### config.mk
export PLATFORM = sky130hd
export DESIGN_NAME = alu_sequencer
export DESIGN_NICKNAME = d
export VERILOG_FILES = /design/src/rtl/alu_sequencer.sv
export SDC_FILE = /design/constraint.sdc
export NUM_CORES = 1
export LEC_CHECK = 0
export CORE_ASPECT_RATIO = 1.1
export CORE_MARGIN = 2
export CORE_UTILIZATION = 55
export CTS_CLUSTER_SIZE = 12
export DETAILED_ROUTE_END_ITERATION = 8
export PLACE_DENSITY = 0.88
export SLEW_MARGIN = 0
export SYNTH_ARGS = -nofsm -noshare
export SYNTH_HDL_FRONTEND = slang
export SYNTH_SLANG_ARGS = --single-unit
### constraint.sdc
create_clock -name clk -period 9.34 [get_ports clk]
set_input_delay 0.934 -clock clk [delete_from_list [all_inputs] [get_ports clk]]
set_output_delay 0.934 -clock clk [all_outputs]
set_load 0.1 [all_outputs]
### src/rtl/alu_sequencer.sv
// rtl/alu_sequencer.sv - instruction sequencer driving an external registered ALU
module alu_sequencer #(
  parameter int DATA_W = 14,
  parameter int NREGS  = 16,
  parameter int OP_W   = 5
) (
  input  logic              clk,
  input  logic              rst,
  input  logic [OP_W+11:0]  instr_in,
  input  logic              instr_valid,
  output logic              instr_ready,
  input  logic [DATA_W-1:0] ld_data,
  output logic [DATA_W-1:0] st_data,
  output logic              st_valid,
  output logic [DATA_W-1:0] disp_data,
  output logic              disp_valid,
  output logic              disp_hex,
  output logic [OP_W-1:0]   alu_op,
  output logic [DATA_W-1:0] alu_a,
  output logic [DATA_W-1:0] alu_b,
  output logic              alu_rst_flags,
  input  logic [DATA_W-1:0] alu_result,
  input  logic [2:0]        alu_flags,
  output logic              running,
  output logic              halted,
  output logic              cond,
  output logic              parity,
  output logic [3:0]        err
);

  // Instruction-set opcodes; 30 and 31 are unassigned.
  localparam logic [OP_W-1:0] OP_ADD     = 'd0;
  localparam logic [OP_W-1:0] OP_SUB     = 'd1;
  localparam logic [OP_W-1:0] OP_MUL     = 'd2;
  localparam logic [OP_W-1:0] OP_DIV     = 'd3;
  localparam logic [OP_W-1:0] OP_MOD     = 'd4;
  localparam logic [OP_W-1:0] OP_ANDB    = 'd5;
  localparam logic [OP_W-1:0] OP_ORB     = 'd6;
  localparam logic [OP_W-1:0] OP_NOTB    = 'd7;
  localparam logic [OP_W-1:0] OP_XORB    = 'd8;
  localparam logic [OP_W-1:0] OP_TWOCOMP = 'd9;
  localparam logic [OP_W-1:0] OP_LSLN    = 'd10;
  localparam logic [OP_W-1:0] OP_LSRN    = 'd11;
  localparam logic [OP_W-1:0] OP_LSL     = 'd12;
  localparam logic [OP_W-1:0] OP_LSR     = 'd13;
  localparam logic [OP_W-1:0] OP_ASL     = 'd14;
  localparam logic [OP_W-1:0] OP_ASR     = 'd15;
  localparam logic [OP_W-1:0] OP_RSL     = 'd16;
  localparam logic [OP_W-1:0] OP_RSR     = 'd17;
  localparam logic [OP_W-1:0] OP_CPY     = 'd18;
  localparam logic [OP_W-1:0] OP_CMPLT   = 'd19;
  localparam logic [OP_W-1:0] OP_CMPGT   = 'd20;
  localparam logic [OP_W-1:0] OP_CMPEQ   = 'd21;
  localparam logic [OP_W-1:0] OP_CMPNE   = 'd22;
  localparam logic [OP_W-1:0] OP_START   = 'd23;
  localparam logic [OP_W-1:0] OP_END     = 'd24;
  localparam logic [OP_W-1:0] OP_WAIT    = 'd25;
  localparam logic [OP_W-1:0] OP_LDR     = 'd26;
  localparam logic [OP_W-1:0] OP_STR     = 'd27;
  localparam logic [OP_W-1:0] OP_DISPB   = 'd28;
  localparam logic [OP_W-1:0] OP_DISPH   = 'd29;

  localparam logic [2:0] FLAG_TRUE    = 3'd1;
  localparam logic [2:0] FLAG_OVF     = 3'd3;
  localparam logic [2:0] FLAG_NEG     = 3'd4;
  localparam logic [2:0] FLAG_INVALID = 3'd5;
  localparam logic [2:0] FLAG_ODD     = 3'd7;

  typedef enum logic [2:0] {IDLE, FETCH, ISSUE, EXEC, WB, WAITC, HALT} state_t;

  state_t            state;
  logic [DATA_W-1:0] regFile [NREGS];
  logic [OP_W-1:0]   curOp;
  logic [3:0]        curRd;
  logic [3:0]        curRa;
  logic [3:0]        curRb;
  logic [3:0]        waitCnt;

  logic [OP_W-1:0]   inOp;
  logic [3:0]        inRd;
  logic [3:0]        inRa;
  logic [3:0]        inRb;
  logic              xfer;

  assign inOp = instr_in[OP_W+11:12];
  assign inRd = instr_in[11:8];
  assign inRa = instr_in[7:4];
  assign inRb = instr_in[3:0];
  assign xfer = instr_valid & instr_ready;

  // Opcodes whose ALU result is written back to rd.
  function automatic logic isWriteOp(input logic [OP_W-1:0] op);
    case (op)
      OP_ADD, OP_SUB, OP_MUL, OP_DIV, OP_ANDB, OP_ORB, OP_NOTB, OP_XORB,
      OP_TWOCOMP, OP_LSLN, OP_LSRN, OP_LSL, OP_LSR, OP_ASL, OP_ASR,
      OP_RSL, OP_RSR, OP_CPY: isWriteOp = 1'b1;
      default:                isWriteOp = 1'b0;
    endcase
  endfunction

  // Opcodes that only update the compare outcome.
  function automatic logic isCmpOp(input logic [OP_W-1:0] op);
    case (op)
      OP_CMPLT, OP_CMPGT, OP_CMPEQ, OP_CMPNE: isCmpOp = 1'b1;
      default:                               isCmpOp = 1'b0;
    endcase
  endfunction

  // Sequencer FSM: fetch/dispatch, ALU issue pipeline, local ops and all registered outputs.
  always_ff @(posedge clk or posedge rst) begin
    if (rst) begin
      state         <= IDLE;
      for (int i = 0; i < NREGS; i++) regFile[i] <= '0;
      curOp         <= '0;
      curRd         <= '0;
      curRa         <= '0;
      curRb         <= '0;
      waitCnt       <= '0;
      instr_ready   <= 1'b0;
      st_data       <= '0;
      st_valid      <= 1'b0;
      disp_data     <= '0;
      disp_valid    <= 1'b0;
      disp_hex      <= 1'b0;
      alu_op        <= '0;
      alu_a         <= '0;
      alu_b         <= '0;
      alu_rst_flags <= 1'b1;
      running       <= 1'b0;
      halted        <= 1'b0;
      cond          <= 1'b0;
      parity        <= 1'b0;
      err           <= '0;
    end else begin
      st_valid   <= 1'b0;
      disp_valid <= 1'b0;
      case (state)
        IDLE: begin
          instr_ready   <= 1'b1;
          alu_rst_flags <= 1'b0;
          if (xfer && inOp == OP_START) begin
            state   <= FETCH;
            running <= 1'b1;
          end
        end
        FETCH: begin
          if (xfer) begin
            curOp <= inOp;
            curRd <= inRd;
            curRa <= inRa;
            curRb <= inRb;
            case (inOp)
              OP_START: ;
              OP_END: begin
                state       <= HALT;
                instr_ready <= 1'b0;
                running     <= 1'b0;
                halted      <= 1'b1;
              end
              OP_WAIT: begin
                state       <= WAITC;
                instr_ready <= 1'b0;
                waitCnt     <= inRb;
              end
              OP_LDR: regFile[inRd] <= ld_data;
              OP_STR: begin
                st_data  <= regFile[inRa];
                st_valid <= 1'b1;
              end
              OP_DISPB, OP_DISPH: begin
                disp_data  <= regFile[inRa];
                disp_hex   <= (inOp == OP_DISPH);
                disp_valid <= 1'b1;
              end
              default: begin
                // Flag clear is raised now so it covers exactly the ISSUE cycle.
                state         <= ISSUE;
                instr_ready   <= 1'b0;
                alu_rst_flags <= 1'b1;
              end
            endcase
          end
        end
        ISSUE: begin
          alu_op        <= curOp;
          alu_a         <= regFile[curRa];
          alu_b         <= regFile[curRb];
          alu_rst_flags <= 1'b0;
          state         <= EXEC;
        end
        EXEC: begin
          state <= WB;
        end
        WB: begin
          if (isWriteOp(curOp)) regFile[curRd] <= alu_result;
          else if (isCmpOp(curOp)) cond <= (alu_flags == FLAG_TRUE);
          else if (curOp == OP_MOD) parity <= (alu_flags == FLAG_ODD);
          else err[3] <= 1'b1;
          if (alu_flags == FLAG_OVF) err[0] <= 1'b1;
          if (alu_flags == FLAG_NEG) err[1] <= 1'b1;
          if (alu_flags == FLAG_INVALID) err[2] <= 1'b1;
          state       <= FETCH;
          instr_ready <= 1'b1;
        end
        WAITC: begin
          if (waitCnt == 4'd0) begin
            state       <= FETCH;
            instr_ready <= 1'b1;
          end else begin
            waitCnt <= waitCnt - 4'd1;
          end
        end
        HALT: ;
        default: begin
          state       <= IDLE;
          instr_ready <= 1'b0;
        end
      endcase
    end
  end

endmodule

==> results.cfg <==
[detailed_routing]
vias = 17300
first_pass_iters = 6
antenna_left = 0
routedWlPerCell_um = 31.8
drt_iter0_drc = 3220
drcViolationCount = 0
viasPerCell = 7.84
routed_wl_um = 70200

[logic_synthesis]
async_reset_ff_frac = 1.00
synth-edff-count = 0
synth_warnings = 0
ys_ff_latch = 322
ys.flop_type = dfrtp_1
post-synth-top-count-cell = dfrtp_1
synth_cell_types = 61
yosys.area.top_type = dfrtp_1
syn_inst = 1665
synth_area_leaders = dfrtp_1, mux4_2, mux2_2, o22ai_1, mux2i_1
synth.area.mux_share = 0.368
seq_area_frac_synth = 0.402
yosys.area_share.xor_xnor = 0.00131
synth-simple-area-share = 0.0671
synth_fp_nets = 1717
syn_area_sq_mm = 0.0200
synth_top_family_by_area = multiplexers
synthAdderAreaFrac = 0.000624
yosysTopAreaCellShare = 0.401
synthTopCellsByCount = dfrtp_1, mux2_2, o22ai_1
synth_compound_area_frac = 0.123
syn_avg_cell_area_sq_um = 12.0

[pwr]
p_leak_nw = 9.57
p_total_mw = 5.91
cellPowerDensity_mw_per_mm2 = 260
switching_share = 0.437
clkPwrFrac = 0.244
vdd_ir_drop_max_uv = 262
seqPwrFrac = 0.325
power_switching_mw = 2.58
p_comb_frac = 0.430
p_int_mw = 3.33

[die]
dieArea_sq_mm = 0.0380
io_pins = 125
die_x_um = 186
core-area_sq_mm = 0.0361
rows = 73
fp.dieH_um = 204
initial_utilization = 0.555

[cts]
cts_max_level = 2
cts_tree = built
cts.sinks = 322
clk_pin_slew_ps = 60
cts_max_path_buffers = 3
cts-root-buf = clkbuf_16
cts_buffers = 36
cts_resized = 0
cts_hold_buf = 0
clock_latency_ps = 540
cts_setup_buffers = 0

[global_route]
antenna_found_initial = 3
grt_pass1_wl_um = 106000
grt_usage = 0.376
grt_max_degree = 180
overflow = 0
grt_pass1_vias = 17700

[sta]
slew_viol_final = 0
relSlewSlack = 0.0321
setup_violations = 0
worstMarginPinSlew_ps = 1450
finClkSkew_ps = 21.2
fin_tns_setup_ps = 0
rsz0062_at_grt = no
period_share = 0.417
min_period_ps = 3900
finalHoldViolCount = 0
max_freq_ghz = 0.257

[final_layout]
drive_gt1_frac = 0.305
syn_to_final_growth_pct = 13.3
final_nets = 1753

[setup_path]
max_stage_delay_ps = 1420
crit_family = compound AO/OA/AOI/OAI gates
critical_path_arrival_ps = 4310
critPathSlowestCell = a211oi_4
start_kind = flop
worstPathMaxFanout = 15
endpoint_kind = flop
critPathKind = reg -> reg
path_cells = nor2_1 > nand3_1 > a211oi_4 > mux2_2
cp_num_buf_inv = 0
crit_required_ps = 9760

[status]
outcome = complete, no violations

[place]
gp_congestion = 0.981
portBuffers = 124
hpwl_um = 41500

[run]
max-cap-violations = 0

[min_path]
hp-class = reg -> reg
[worst paths after layout]
kind,cells past startpoint,from,end,slack (ps)
worst max-delay path,4,curRd[0],regFile[48],5440
worst max register to register,4,curRd[0],regFile[48],5440
worst min-delay path,1,alu_a[11],alu_a[11],470
min in group asynchronous,3,rst,halted,1040
worst min register to register,1,alu_a[11],alu_a[11],470
max in group asynchronous,4,rst,regFile[200],6660
[logic make-up after synthesis]
group | after synthesis
and+or+nand+nor | 280
adders and majority gates | 1
AOI/OAI and AO/OA | 382
muxes | 498
buffers and inverters | 179
xor gates and xnor gates | 3
DFF | 322
[cells in the final DEF, fill, tap and decap left out, types with 3 or more instances in the layout]
cell             synthesis  layout
a211o_1                  8       8
a211oi_1                18      18
a211oi_2                 7       7
a21o_1                  24      24
a21oi_1                 34      34
a31oi_1                  4       4
buf_4                    4      38
bufinv_16                0       3
clkbuf_1               110       7
clkbuf_16                0      37
clkbuf_8                 0       7
clkdlybuf4s50_1          0     121
clkinv_2                 0       4
dfrtp_1                321     317
inv_1                   13      12
mux2_1                  31      31
mux2_2                 232     232
mux2_4                  10      10
mux2i_1                 65      65
mux4_2                 160     160
nand2_1                167     167
nand2b_1                 8       8
nand3_1                  8       7
nand3b_1                 3       3
nand4_1                  4       4
nand4b_1                 6       6
nor2_1                  18      17
nor2_2                   3       3
nor2b_1                 28      28
nor3_1                   4       4
nor3b_1                  6       6
nor4_1                   7       7
o21ai_0                 54      54
o21bai_1                 3       3
o22ai_1                212     212
or3_1                    3       3
xor2_1                   3       3
[metrics by stage]
step	utilization	hold WS, ps	cells	setup WS, ps	cell area [sq um]
CTS	0.629	478	2208	5690	22700
floorplan	-	461	1665	4110	20000
detailed placement	0.596	466	2149	5170	21500
finish	0.629	473	2210	5440	22700
global route	0.629	491	2209	5430	22700
global placement	0.596	457	2149	5270	21500
[metal layers]
layer  share of wire  vias to the layer above  GRT usage
li1                -                     6560          -
met1            0.32                     8290      0.442
met2            0.42                     1870      0.535
met3            0.17                      608      0.179
met4           0.091                        4      0.278
met5         0.00037                        -          0
[layout make-up]
class / count / area (sq um)
Fill cell: 2550 / 13400
Multi-Input combinational cell: 1164 / 11300
Sequential cell: 322 / 8070
Timing Repair Buffer: 163 / 1540
Clock buffer: 51 / 1050
Tap cell: 487 / 609
Clock inverter: 8 / 118
Inverter: 14 / 56.3
Antenna cell: 1 / 2.50
[state kept, by name, summed over array words and instances, names as in the netlist, 3 cells and up]
signal,cells
alu_a,14
alu_b,14
alu_op,5
curOp,5
curRa,4
curRb,4
curRd,4
disp_data,14
err,4
regFile,224
st_data,14
state,3
waitCnt,4
[power by group through the flow]
stage / Clock, mW / Sequential, mW / Combinational, mW
final: 1.44 / 1.92 / 2.54
after global routing: 1.50 / 1.95 / 2.60
after CTS: 1.44 / 1.91 / 2.47
after detailed placement: 0 / 1.93 / 2.45
after global placement: 0 / 1.91 / 2.39
after floorplan: 0 / 2.49 / 1.24
(Power assumes the default switching activity.)
==> patch: new RTL, same flow settings <==
Put one more register stage on the output `err`, cleared by the reset. The value now appears one clock later. The other outputs are not delayed to match.
--- a/src/rtl/alu_sequencer.sv
+++ b/src/rtl/alu_sequencer.sv
@@ -68,6 +68,8 @@
 
   typedef enum logic [2:0] {IDLE, FETCH, ISSUE, EXEC, WB, WAITC, HALT} state_t;
 
+  logic [3:0] err_s0;
+
   state_t            state;
   logic [DATA_W-1:0] regFile [NREGS];
   logic [OP_W-1:0]   curOp;
@@ -130,7 +132,7 @@
       halted        <= 1'b0;
       cond          <= 1'b0;
       parity        <= 1'b0;
-      err           <= '0;
+      err_s0        <= '0;
     end else begin
       st_valid   <= 1'b0;
       disp_valid <= 1'b0;
@@ -195,10 +197,10 @@
           if (isWriteOp(curOp)) regFile[curRd] <= alu_result;
           else if (isCmpOp(curOp)) cond <= (alu_flags == FLAG_TRUE);
           else if (curOp == OP_MOD) parity <= (alu_flags == FLAG_ODD);
-          else err[3] <= 1'b1;
-          if (alu_flags == FLAG_OVF) err[0] <= 1'b1;
-          if (alu_flags == FLAG_NEG) err[1] <= 1'b1;
-          if (alu_flags == FLAG_INVALID) err[2] <= 1'b1;
+          else err_s0[3] <= 1'b1;
+          if (alu_flags == FLAG_OVF) err_s0[0] <= 1'b1;
+          if (alu_flags == FLAG_NEG) err_s0[1] <= 1'b1;
+          if (alu_flags == FLAG_INVALID) err_s0[2] <= 1'b1;
           state       <= FETCH;
           instr_ready <= 1'b1;
         end
@@ -219,5 +221,13 @@
     end
   end
 
+  always_ff @(posedge clk or posedge rst) begin
+    if (rst) begin
+      err <= '0;
+    end else begin
+      err <= err_s0;
+    end
+  end
+
 endmodule
 
Function: same outputs for any inputs over 4 cycles, from zero or initial values and one cycle with rst high; that may be too few to reach the edited logic, so the function may still have changed.
==> patch against the original RTL <==
- sequential cell count grew 4
- hold slack lost 0.092 ns
- via count shrank 1.2%
- synthesized cell count shrank 3.1%
- routed wire length shrank 0.66%
- utilization grew 0.36 points
- critical path type unchanged
- final area grew 0.83%
- worst setup slack gained 0.11 ns
- the run now ends with capacitance limit, slew limit left
- critical path depth grew 2
- largest cell class unchanged
- area after synthesis grew 0.92%
- count of clock-buffer cells in the layout grew 1
Power is not compared: it rests on default switching activity, and its combinational part moved more than twofold at a synthesized area within 25%.
==> patch: results (changes against the original RTL) <==
stage,metric,value,unit,change
worst_setup_path,maximum fanout along the worst path,58,,+43
worst_setup_path,FF-to-FF Start,state[2]$_DFFE_PP0P_,,
timing,clk_skew,0.01321,ns,-0.008011 ns
finish,number of flip-flops in the largest register,224,,unchanged
yosys,Synth async-reset ratio,100.0,%,unchanged
detailed_routing,Via-to-Cell Ratio,7.904,,+0.78%
power,Pleak,9.346,nW,
floorplanning,Die Width,186.8,µm,+0.45%
timing,max-slew violations,8,,+8
detailed_routing,drt pass-1 iters,6,,unchanged
detailed_routing,DRT iter0 DRCs,2749,,-15%
flow_run,max-cap violations,1,,+1
clocking,Post-CTS Setup Repair Bufs,0,,unchanged
timing,worst-margin pin slew,1.626,ns,+0.1778 ns
yosys,"top cells by area, synth","dfrtp_1 (40%), mux4_2 (18%), mux2_2 (12%), o22ai_1 (5.6%), mux2_4 (3.7%)",,
placed_design,Routability Congestion,0.9543,,-2.7%
power,VDD IR max,0.1131,mV,
clocking,clock root buffer,clkbuf_16,,
grt,global-route wire length before repair,105000,µm,-0.65%
clocking,"Clk Latency, worst-skew pair",0.55,ns,
placed_design,placed insts,2101,,-2.2%
finish,Filler Cells Inserted,2561,,+0.43%
yosys,synth unique cells,59,,-3.3%
worst_setup_path,Critical path origin,state[2]$_DFFE_PP0P_,,
yosys,sequential-to-total area share from yosys stat,40.34,%,+0.13 points
min_path,Hold/Removal Path Class,reg2reg,,
finish,Top reg by flops,regFile,,
min_path,Min-Delay Startpoint,err_s0[2]$_DFFE_PP0P_,,
yosys,Commonest cells post-synth,"dfrtp_1 (325), mux2_2 (212), o22ai_1 (182), mux4_2 (166), clkbuf_1 (119)",,
yosys,Most used DFF post-synth,dfrtp_1,,
grt,gr usage total,36.47,%,-1.1 points
detailed_routing,Total Wirelength,69780,µm,-0.66%
placed_design,port bufs,124,,unchanged
clocking,post-CTS sizing,0,,unchanged
clocking,Clock Tree Buf Depth,3,,unchanged
grt,initial antenna violation count,4,,+1
outcome,status,finished with violations,,
finish,Total Nets Final,1705,,-2.7%
outcome,failing checks,"capacitance limit, slew limit",,
grt,largest net degree at the start of global routing,85,,-53%
yosys,"Avg Cell Area, Syn",12.54,µm²,+4.2%
clocking,H-tree levels,2,,unchanged
clocking,"Reg clk slew, reported paths",0.06,ns,about the same
yosys,synth warn,0,,unchanged
finish,share of cells above drive strength 1,33.45,%,+3.0 points
finish,Finished Layout Cells,2167,,-1.9%
clocking,TritonCTS buffer count,36,,unchanged
placed_design,HPWL Detailed,41500,µm,-0.10%
worst_setup_path,arrival time at the worst endpoint,4.21,ns,-0.10 ns
patch: layout make-up:
cell class | instances | share of cell area [%]
sequential | 326 | 35.70
timing repair buffer | 169 | 6.861
clock buffer | 52 | 4.423
antenna | 3 | 0.03280
inverter | 8 | 0.1476
clock inverter | 10 | 0.5959
multi-input combinational | 1112 | 49.58
tap | 487 | 2.663
patch: cell families after synthesis:
| logic type | share of synthesized area (%) |
|---|---|
| buf+inv | 3.736 |
| xor+xnor | 0.08662 |
| compound gates | 15.28 |
| simple gates | 5.605 |
| fa+ha+maj | 0.06185 |
| mux | 34.89 |
| flops | 40.34 |
patch: worst max-delay path: stages (launching register included):
cell and delay, ns:
dfrtp_1 0.68, or3b_1 0.62, a211oi_2 0.35, o21ai_4 0.09, buf_4 0.34, a211oi_4 1.11, mux2_2 0.44
patch: path summary, 6_finish.rpt:
check	end	slack [ns]	cells past startpoint
max reg2reg	regFile[166]$_DFFE_PP0P_	5.55	6
min in group asynchronous	err[3]$_DFF_PP0_	0.80	2
min reg2reg	err[2]$_DFF_PP0_	0.38	0
min	err[2]$_DFF_PP0_	0.38	0
max	regFile[166]$_DFFE_PP0P_	5.55	6
max in group asynchronous	curRa[1]$_DFFE_PP0P_	6.22	4
patch: per-stage QoR:
step	utilization (%)	setup WS [ns]	power, mW	cell area (µm²)
2_1_floorplan	-	4.056	1.533	20230
3_3_place_gp	60.05	5.057	1.601	21720
3_5_place_dp	60.05	4.953	1.605	21720
4_1_cts	63.22	5.442	3.012	22870
5_1_grt	63.26	5.479	3.095	22880
6_report	63.27	5.553	3.025	22890
patch: power by group:
| part | leakage (nW) | internal (mW) | switching, mW |
|---|---|---|---|
| logic | 4.28 | 0.0498 | 0.127 |
| registers | 4.50 | 1.41 | 0 |
| clock network | 0.563 | 0.838 | 0.598 |
patch: per-layer routing:
layer | vias to the layer above | GRT usage, % | wire, µm
met2 | 1751 | 54.45 | 30380
met1 | 8291 | 42.14 | 21920
met5 | - | 0 | 67
met3 | 571 | 14.73 | 10880
met4 | 6 | 28.32 | 6527
li1 | 6509 | - | -
